File: config.mk
export PLATFORM = sky130hd
export DESIGN_NAME = if_id_skid_buf
export DESIGN_NICKNAME = d
export VERILOG_FILES = /design/src/rtl/if_id_pkg.sv /design/src/rtl/if_id_slot.sv /design/src/rtl/if_id_skid_buf.sv
export SDC_FILE = /design/constraint.sdc
export NUM_CORES = 1
export LEC_CHECK = 0
export ABC_CLOCK_PERIOD_IN_PS = 2500
export CAP_MARGIN = 20
export CORE_MARGIN = 2
export CORE_UTILIZATION = 50
export DETAILED_ROUTE_END_ITERATION = 10
export PLACE_DENSITY = 0.8
export RECOVER_POWER = 50
export SETUP_SLACK_MARGIN = 0.05
export SLEW_MARGIN = 20
export SYNTH_ARGS = -nofsm -noshare
export SYNTH_HDL_FRONTEND = slang
export SYNTH_SLANG_ARGS = --single-unit
File: constraint.sdc
create_clock -name clk -period 2.5 [get_ports clk]
set_input_delay 0.5 -clock clk [delete_from_list [all_inputs] [get_ports clk]]
set_output_delay 0.5 -clock clk [all_outputs]
set_load 0.005 [all_outputs]
File: src/rtl/if_id_pkg.sv
// Shared types and defaults for the IF/ID skid-buffer stage.
package if_id_pkg;

    localparam int DEF_XLEN    = 32;
    localparam int DEF_ILEN    = 32;
    localparam int DEF_FETCH_W = 2;

    typedef enum logic [1:0] {
        EMPTY = 2'd0,
        ONE   = 2'd1,
        FULL  = 2'd2
    } state_e;

    typedef struct packed {
        logic                            stop;
        logic [DEF_FETCH_W-1:0]          mask;
        logic [DEF_FETCH_W*DEF_ILEN-1:0] inst;
        logic [DEF_XLEN-1:0]             pc;
    } bundle_t;

    // Occupancy is fully determined by the two slot valid bits.
    function automatic state_e state_of(input logic main_v, input logic skid_v);
        if (!main_v)
            return EMPTY;
        else if (!skid_v)
            return ONE;
        else
            return FULL;
    endfunction

endpackage

File: src/rtl/if_id_slot.sv
// One fetch-bundle register with valid bit: clear beats load beats drop beats hold.
module if_id_slot
    import if_id_pkg::*;
#(
    parameter int W = 1
) (
    input  logic         clk,
    input  logic         rst,
    input  logic         clr,
    input  logic         load,
    input  logic         drop,
    input  logic [W-1:0] load_data,
    output logic [W-1:0] data_q,
    output logic         valid_q
);

    logic [W-1:0] data_d;
    logic         valid_d;

    always_comb begin
        data_d  = data_q;
        valid_d = valid_q;
        if (clr) begin
            data_d  = '0;
            valid_d = 1'b0;
        end else if (load) begin
            data_d  = load_data;
            valid_d = 1'b1;
        end else if (drop) begin
            valid_d = 1'b0;
        end
    end

    always_ff @(posedge clk) begin
        if (rst) begin
            data_q  <= '0;
            valid_q <= 1'b0;
        end else begin
            data_q  <= data_d;
            valid_q <= valid_d;
        end
    end

endmodule

File: src/rtl/if_id_skid_buf.sv
// IF->ID pipeline stage: two-entry skid buffer with flush and saturating stall counter.
module if_id_skid_buf
    import if_id_pkg::*;
#(
    parameter int XLEN    = DEF_XLEN,
    parameter int ILEN    = DEF_ILEN,
    parameter int FETCH_W = DEF_FETCH_W,
    parameter int CNT_W   = 16
) (
    input  logic                    clk,
    input  logic                    rst,
    input  logic                    flush,
    input  logic                    in_valid,
    output logic                    in_ready,
    input  logic [XLEN-1:0]         in_pc,
    input  logic [FETCH_W*ILEN-1:0] in_inst,
    input  logic [FETCH_W-1:0]      in_mask,
    input  logic                    in_stop,
    output logic                    out_valid,
    input  logic                    out_ready,
    output logic [XLEN-1:0]         out_pc,
    output logic [FETCH_W*ILEN-1:0] out_inst,
    output logic [FETCH_W-1:0]      out_mask,
    output logic                    out_stop,
    output logic [CNT_W-1:0]        stall_cnt
);

    localparam int W = XLEN + FETCH_W*ILEN + FETCH_W + 1;

    logic [W-1:0]     in_data;
    logic [W-1:0]     main_data;
    logic [W-1:0]     skid_data;
    logic [W-1:0]     main_load_data;
    logic             main_v;
    logic             skid_v;
    logic             main_load;
    logic             main_drop;
    logic             main_sel_skid;
    logic             skid_load;
    logic             skid_drop;
    logic             in_fire;
    logic             out_fire;
    logic             store;
    state_e           state;
    logic [CNT_W-1:0] stall_cnt_q;
    logic [CNT_W-1:0] stall_cnt_d;

    assign in_data  = {in_stop, in_mask, in_inst, in_pc};
    assign state    = state_of(main_v, skid_v);
    assign in_ready = (state != FULL);
    assign in_fire  = in_valid & in_ready;
    assign out_fire = main_v & out_ready;
    // An all-lanes-invalid bundle is handshaken but carries nothing worth storing.
    assign store    = in_fire & (|in_mask);

    always_comb begin
        main_load     = 1'b0;
        main_drop     = 1'b0;
        main_sel_skid = 1'b0;
        skid_load     = 1'b0;
        skid_drop     = 1'b0;
        case (state)
            EMPTY: begin
                if (store)
                    main_load = 1'b1;
            end
            ONE: begin
                if (store) begin
                    if (out_fire)
                        main_load = 1'b1;
                    else
                        skid_load = 1'b1;
                end else if (out_fire) begin
                    main_drop = 1'b1;
                end
            end
            FULL: begin
                if (out_fire) begin
                    main_load     = 1'b1;
                    main_sel_skid = 1'b1;
                    skid_drop     = 1'b1;
                end
            end
            default: ;
        endcase
    end

    assign main_load_data = main_sel_skid ? skid_data : in_data;

    if_id_slot #(.W(W)) u_main (
        .clk       (clk),
        .rst       (rst),
        .clr       (flush),
        .load      (main_load),
        .drop      (main_drop),
        .load_data (main_load_data),
        .data_q    (main_data),
        .valid_q   (main_v)
    );

    if_id_slot #(.W(W)) u_skid (
        .clk       (clk),
        .rst       (rst),
        .clr       (flush),
        .load      (skid_load),
        .drop      (skid_drop),
        .load_data (in_data),
        .data_q    (skid_data),
        .valid_q   (skid_v)
    );

    // Flush deliberately leaves the stall statistic intact.
    always_comb begin
        stall_cnt_d = stall_cnt_q;
        if (main_v && !out_ready && !(&stall_cnt_q))
            stall_cnt_d = stall_cnt_q + CNT_W'(1);
    end

    always_ff @(posedge clk) begin
        if (rst)
            stall_cnt_q <= '0;
        else
            stall_cnt_q <= stall_cnt_d;
    end

    assign out_valid = main_v;
    assign out_pc    = main_data[XLEN-1:0] & {XLEN{main_v}};
    assign out_mask  = main_data[XLEN+FETCH_W*ILEN +: FETCH_W] & {FETCH_W{main_v}};
    assign out_stop  = main_data[W-1] & main_v;
    assign stall_cnt = stall_cnt_q;

    for (genvar gi = 0; gi < FETCH_W; gi++) begin : g_lane
        assign out_inst[gi*ILEN +: ILEN] = main_data[XLEN + gi*ILEN +: ILEN] & {ILEN{main_v}};
    end

endmodule

### Yosys cells after proc, flatten, opt, wreduce, memory -nomap -nowiden

Index checks and enable logic that the tools add are counted.

| storage, ports and cells | value |
|---|---|
| bits in registers | 216 |
| output and inout bits | 117 |
| word-level logic and storage cells | 44 |
| bits of input ports | 104 |

| cells by class | value |
|---|---|
| equal/unequal tests | 3 |
| mux-type cells | 17 |
| add/sub/neg operators | 1 |
| reduce and logical (&&, ||, !) cells | 10 |
| bitwise operators | 8 |

Operators with widths:

| cell | number |
|---|---|
| 2-to-1 mux 99 bit | 1 |
| bitwise AND 32 bit | 3 |
| adder 16 x 1 -> 16 bit, second input constant | 1 |
| AND reduction 16 bit | 1 |
| 2-to-1 mux 1 bit | 13 |
| bitwise AND 1 bit | 4 |
| 2-to-1 mux 2 bit | 2 |
| nonzero test 2 bit | 2 |
| OR reduction 2 bit | 2 |
| one-hot mux 1 bit (3 select lines) | 1 |
| bitwise AND 2 bit | 1 |
| equality test 2 x 1 -> 1 bit, second input constant | 1 |
| equality test 2 bit, second input constant | 1 |
| logical AND 1 bit | 2 |
| zero test 1 bit | 2 |
| zero test 2 bit | 1 |
| != test 2 bit, second input constant | 1 |

### Longest topological paths before layout

| depth | value |
|---|---|
| depth in word-level cells | 9 |
| depth in mapped cells | 9 |
| mapped depth without buffers | 5 |

### Modules after synthesis

Synthesis repeated with hierarchy kept, for this count alone.

| second synthesis, totals | value |
|---|---|
| cell total of the unflattened synthesis | 974 |
| area total of the unflattened synthesis | 10,104.7 um^2 |

By module, submodules not included:

| module | cells each | seq. area each (um^2) | area an instance (um^2) | instances |
|---|---|---|---|---|
| if_id_slot | 324 | 2,001.9 | 3,674.8 | 2 |
| if_id_skid_buf | 326 | 320.3 | 2,755.1 | 1 |

### Worst setup path after synthesis

OpenSTA, ideal clock, no wires.

| timing | value |
|---|---|
| kind | input to register |
| start point | input out_ready |
| end point | register stall_cnt_q[13], in the netlist stall_cnt[13] |
| setup slack | 0.553 ns |
| setup time | 0.070 ns |
| path buffers | 1 |
| cell stages on the path | 5 |
| data required time | 2.430 ns |
| arrival time | 1.877 ns |
| path through | nand2b_4 > buf_6 > or4_4 > or4_1 > a21oi_1 |

| on the way | value |
|---|---|
| longest elaborated chain between the ends | 3 |

RTL lines:

| element | line | text |
|---|---|---|
| start: declaration | if_id_skid_buf.sv:20 | `input logic out_ready,` |
| zero test 1 bit | if_id_skid_buf.sv:115 | `if (main_v && !out_ready && !(&stall_cnt_q))` |
| logical AND 1 bit (2 in a row) | if_id_skid_buf.sv:115 |  |
| end signal: assignment | if_id_skid_buf.sv:123 | `stall_cnt_q <= stall_cnt_d;` |
| end: declaration | if_id_skid_buf.sv:45 | `logic [CNT_W-1:0] stall_cnt_q;` |

Every way passes these cells.
A chain may end at the register's enable or synchronous reset.

### Final worst setup path

| timing | value |
|---|---|
| start point | register u_main.valid_q |
| end point | output out_pc[14] |

| on the way | value |
|---|---|
| longest elaborated chain between the ends | 1 |

RTL lines:

| element | line | text |
|---|---|---|
| start: declaration | if_id_slot.sv:14 | `output logic valid_q` |
| start signal: assignment | if_id_slot.sv:40 | `valid_q <= valid_d;` |
| bitwise AND 32 bit | if_id_skid_buf.sv:127 | `assign out_pc = main_data[XLEN-1:0] & {XLEN{main_v}};` |
| end: declaration | if_id_skid_buf.sv:21 | `output logic [XLEN-1:0] out_pc,` |

Every way passes these cells.

==> impl_results.rst <==
.. list-table::
   :header-rows: 1

   * - Metric
     - Value
   * - Status
     - complete, no violations
   * - Post-route minimum period
     - roughly 2.4 ns
   * - Worst-path cell chain
     - buf_4, and2_1, clkdlybuf4s50_1
   * - First-pass GRT wire length
     - 38,900 um
   * - Count of TritonRoute iterations in the first routing pass
     - 4
   * - Startpoint kind of the worst setup timing path
     - flip-flop
   * - Setup slack at placement
     - 0.125 ns
   * - Post-synth ARST share
     - 0
   * - Sum of internal, switching and leakage power
     - ~7.6 mW
   * - Placeable core region
     - 18,000 um^2
   * - Final setup violating endpoints
     - 0
   * - Crit-path leading delay family
     - buffers and inverters
   * - Cell Count, Final, Fillers Out
     - 1,512
   * - Count of distinct cell types in the synthesized netlist
     - 38
   * - Worst skew pair latency
     - 0.50 ns
   * - Global-route total usage across every layer
     - 0.238
   * - Die footprint
     - around 20,000 um^2
   * - Critical-path cell with the highest stage delay
     - sky130_fd_sc_hd__clkdlybuf4s50_1
   * - Post-placement cell count
     - 1,469
   * - CTS tree
     - built
   * - Starting utilization of the core area
     - 0.512
   * - Crit-path max FO
     - 25
   * - Antenna diode count
     - 0
   * - Total power divided by cell area
     - 612 nW/um^2
   * - Reg-to-reg setup timing slack
     - 0.18 ns
   * - Post-DR wirelength/cell
     - 16.0 um
   * - CP Data Required Time
     - ~2.0 ns
   * - Final net count
     - about 1,400
   * - Start-to-end type of the worst setup path
     - reg2out
   * - CTS H-tree depth
     - 1
   * - Clock sink count
     - 216
   * - Aggregate negative setup slack
     - 0 ns
   * - Number of antenna violations at the first check in global routing
     - 0
   * - Largest stage delay, worst path
     - 0.50 ns
   * - Number of flops mapped to enable cells by yosys
     - 0
   * - Pin count of the biggest net entering global routing
     - 111
   * - Seq/Total Area, Yosys
     - 0.469
   * - Remaining global-route overflow
     - 0
   * - Achievable Freq
     - 416 MHz
   * - Number of max-cap violations
     - 0
   * - Gate count after technology mapping
     - 1,092
   * - Leakage
     - 4.98 nW
   * - Placement Rows
     - about 50
   * - Worst-case headroom to the max-slew limit
     - 0.0920
   * - Final setup margin
     - just under 0.1 ns
   * - Filler Cells Inserted
     - 1,496
   * - Total number of vias
     - 8,164
   * - Number of global-route vias before repair
     - approximately 7,800
   * - Maximum buffer depth of the clock tree
     - 3
   * - Post-synth design cell area
     - 9230 um^2
   * - Dominant synthesized flop cell
     - sky130_fd_sc_hd__dfxtp_1
   * - Fin crit share
     - 0.961
   * - Antenna Violating Nets Remaining
     - 0
   * - DIE WIDTH
     - roughly 140 um
   * - Tightest Pin Transition
     - 1.36 ns
   * - Warning count from the yosys run
     - 0
   * - Fin Clk Skew
     - roughly 0.012 ns
   * - Area of all placed cells without fillers
     - 12,400 um^2
   * - DRT iter0 DRCs
     - 434
   * - Post-synth net total
     - about 1,200
   * - IR Drop Worst-Case VDD
     - 481 uV
   * - Clock transition at path regs
     - 0.06 ns
   * - Die boundary height
     - 140 um
   * - Root buffer cell
     - sky130_fd_sc_hd__clkbuf_16
   * - Buffers and inverters on the worst path
     - 2
   * - Average cell area after synthesis
     - ~8.5 um^2
   * - Final max-slew violation count
     - 0
   * - Number of hold violations in the final report
     - 0
   * - RD Place Congestion
     - 0.833
   * - Aggregate routed wire length
     - 24,200 um
   * - Post-DR vias/cell
     - 5.40
   * - Post-detail-place hpwl
     - 14,900 um
   * - Unrepaired setup endpoints after global routing
     - yes
   * - Type of the most critical hold path
     - reg2reg
   * - Worst EP arrival
     - around 1.9 ns
   * - Number of I/O port buffers
     - 220
   * - Post-detailed-route DRC marker count
     - 0
   * - Dpl cell area
     - 11,700 um^2
   * - IO Count
     - roughly 220
   * - Fraction of layout instances using a drive strength above 1
     - 0.0483
   * - Signed area change from the synthesized netlist to the final layout
     - 34.5%
   * - Category of the worst setup path capture point
     - output pin
   * - Number of buffers created by CTS
     - 23
   * - Flip-flop and latch count after synthesis
     - 216
   * - Leading cell types in the layout, fill and taps excluded
     - sky130_fd_sc_hd__dfxtp_1, sky130_fd_sc_hd__clkdlybuf4s50_1, sky130_fd_sc_hd__nand2_1, sky130_fd_sc_hd__a21oi_1, sky130_fd_sc_hd__nor2_1
   * - Most common cell after layout, fill and taps aside
     - sky130_fd_sc_hd__dfxtp_1
logic make-up (layout without fill, tap and decap cells):
logic type | after synthesis | count (layout) | share of synthesized area
buf+inv | 97 | 288 | 0.0418
xor+xnor | 1 | 1 | 0.000949
flops | 216 | 216 | 0.469
fa+ha+maj | 1 | 1 | 0.00136
mux | 100 | 100 | 0.109
simple gates | 446 | 446 | 0.223
compound gates | 231 | 231 | 0.156
Yosys cell counts, types with 2 or more instances:
cell type / count / area (um^2)
sky130_fd_sc_hd__buf_2: 8 / 40.0
sky130_fd_sc_hd__a211oi_1: 101 / 758
sky130_fd_sc_hd__buf_1: 10 / 37.5
sky130_fd_sc_hd__nand3_1: 7 / 35.0
sky130_fd_sc_hd__nor2b_1: 2 / 12.5
sky130_fd_sc_hd__nand3b_1: 2 / 15.0
sky130_fd_sc_hd__or4_1: 7 / 52.6
sky130_fd_sc_hd__o31ai_1: 7 / 52.6
sky130_fd_sc_hd__nand2_1: 202 / 758
sky130_fd_sc_hd__a21oi_1: 112 / 561
sky130_fd_sc_hd__inv_1: 5 / 18.8
sky130_fd_sc_hd__o21ai_0: 5 / 25.0
sky130_fd_sc_hd__nor2_1: 104 / 390
sky130_fd_sc_hd__or3_1: 4 / 25.0
sky130_fd_sc_hd__and4_1: 3 / 26.3
sky130_fd_sc_hd__clkbuf_1: 72 / 270
sky130_fd_sc_hd__a31oi_1: 2 / 12.5
sky130_fd_sc_hd__mux2i_1: 99 / 991
sky130_fd_sc_hd__nor4_1: 3 / 18.8
sky130_fd_sc_hd__nand4_1: 5 / 31.3
sky130_fd_sc_hd__and2_1: 99 / 619
sky130_fd_sc_hd__nor3_1: 2 / 10.0
sky130_fd_sc_hd__dfxtp_1: 216 / 4320
layer usage:
layer,GRT usage,wire [um],up-vias
met5,0,0,-
met1,0.311,10700,3812
met4,0.0711,646,0
met3,0.0496,1450,41
met2,0.399,11400,212
li1,-,-,4099
per-stage QoR:
step | hold WS, ns | utilization
after floorplan | 0.436 | -
after global placement | 0.440 | 0.647
after detailed placement | 0.446 | 0.647
after CTS | 0.454 | 0.692
after global routing | 0.466 | 0.689
final | 0.451 | 0.689
area by class of cell:
class	count	area, um^2	share of cell area
tap	229	287	0.0231
timing repair buffer	243	2480	0.200
clock inverter	9	124	0.00998
multi-input combinational	779	4540	0.366
clock buffer	31	636	0.0512
inverter	5	18.8	0.00151
sequential	216	4330	0.349
path summary, 6_finish.rpt:
| check | cells after the start | startpoint | to |
|---|---|---|---|
| setup / recovery | 3 | u_main.valid_q$_SDFFE_PP0P_ | out_pc[14] |
| hold / removal | 2 | u_skid.data_q[57]$_SDFFE_PP0P_ | u_skid.data_q[57]$_SDFFE_PP0P_ |
| setup reg to reg | 7 | u_main.valid_q$_SDFFE_PP0P_ | u_skid.data_q[95]$_SDFFE_PP0P_ |
| hold reg to reg | 2 | u_skid.data_q[57]$_SDFFE_PP0P_ | u_skid.data_q[57]$_SDFFE_PP0P_ |
where the power goes:
| part | internal (mW) | switching [mW] | total [mW] |
|---|---|---|---|
| registers | 3.52 | 0.0364 | 3.55 |
| clock network | 2.09 | 1.36 | 3.44 |
| logic | 0.297 | 0.305 | 0.601 |
| total | 5.90 | 1.70 | 7.60 |
worst reg2reg max path: stages, from the launching register on:
cell	delay, ns
sky130_fd_sc_hd__dfxtp_4	0.41
sky130_fd_sc_hd__clkbuf_1	0.19
sky130_fd_sc_hd__nand2b_4	0.07
sky130_fd_sc_hd__clkbuf_2	0.26
sky130_fd_sc_hd__or3_1	0.43
sky130_fd_sc_hd__clkbuf_4	0.43
sky130_fd_sc_hd__nand2_1	0.25
sky130_fd_sc_hd__a21oi_1	0.08
sequential cells by signal, summed over array words and instances, names as in the netlist:
| name | flops |
|---|---|
| u_skid.valid_q | 1 |
| u_main.data_q | 99 |
| u_skid.data_q | 99 |
| u_main.valid_q | 1 |
| stall_cnt | 16 |
repair_timing:
| action | 4_1_cts | 5_1_grt |
|---|---|---|
| buffers inserted | 2 | 0 |
| endpoints found under the setup margin | 71 | 35 |
| gates cloned | 1 | 0 |
| resized for setup | 1 | 0 |
| hold buffers | 0 | 0 |
Note: power is estimated with default switching activity, not from simulation.
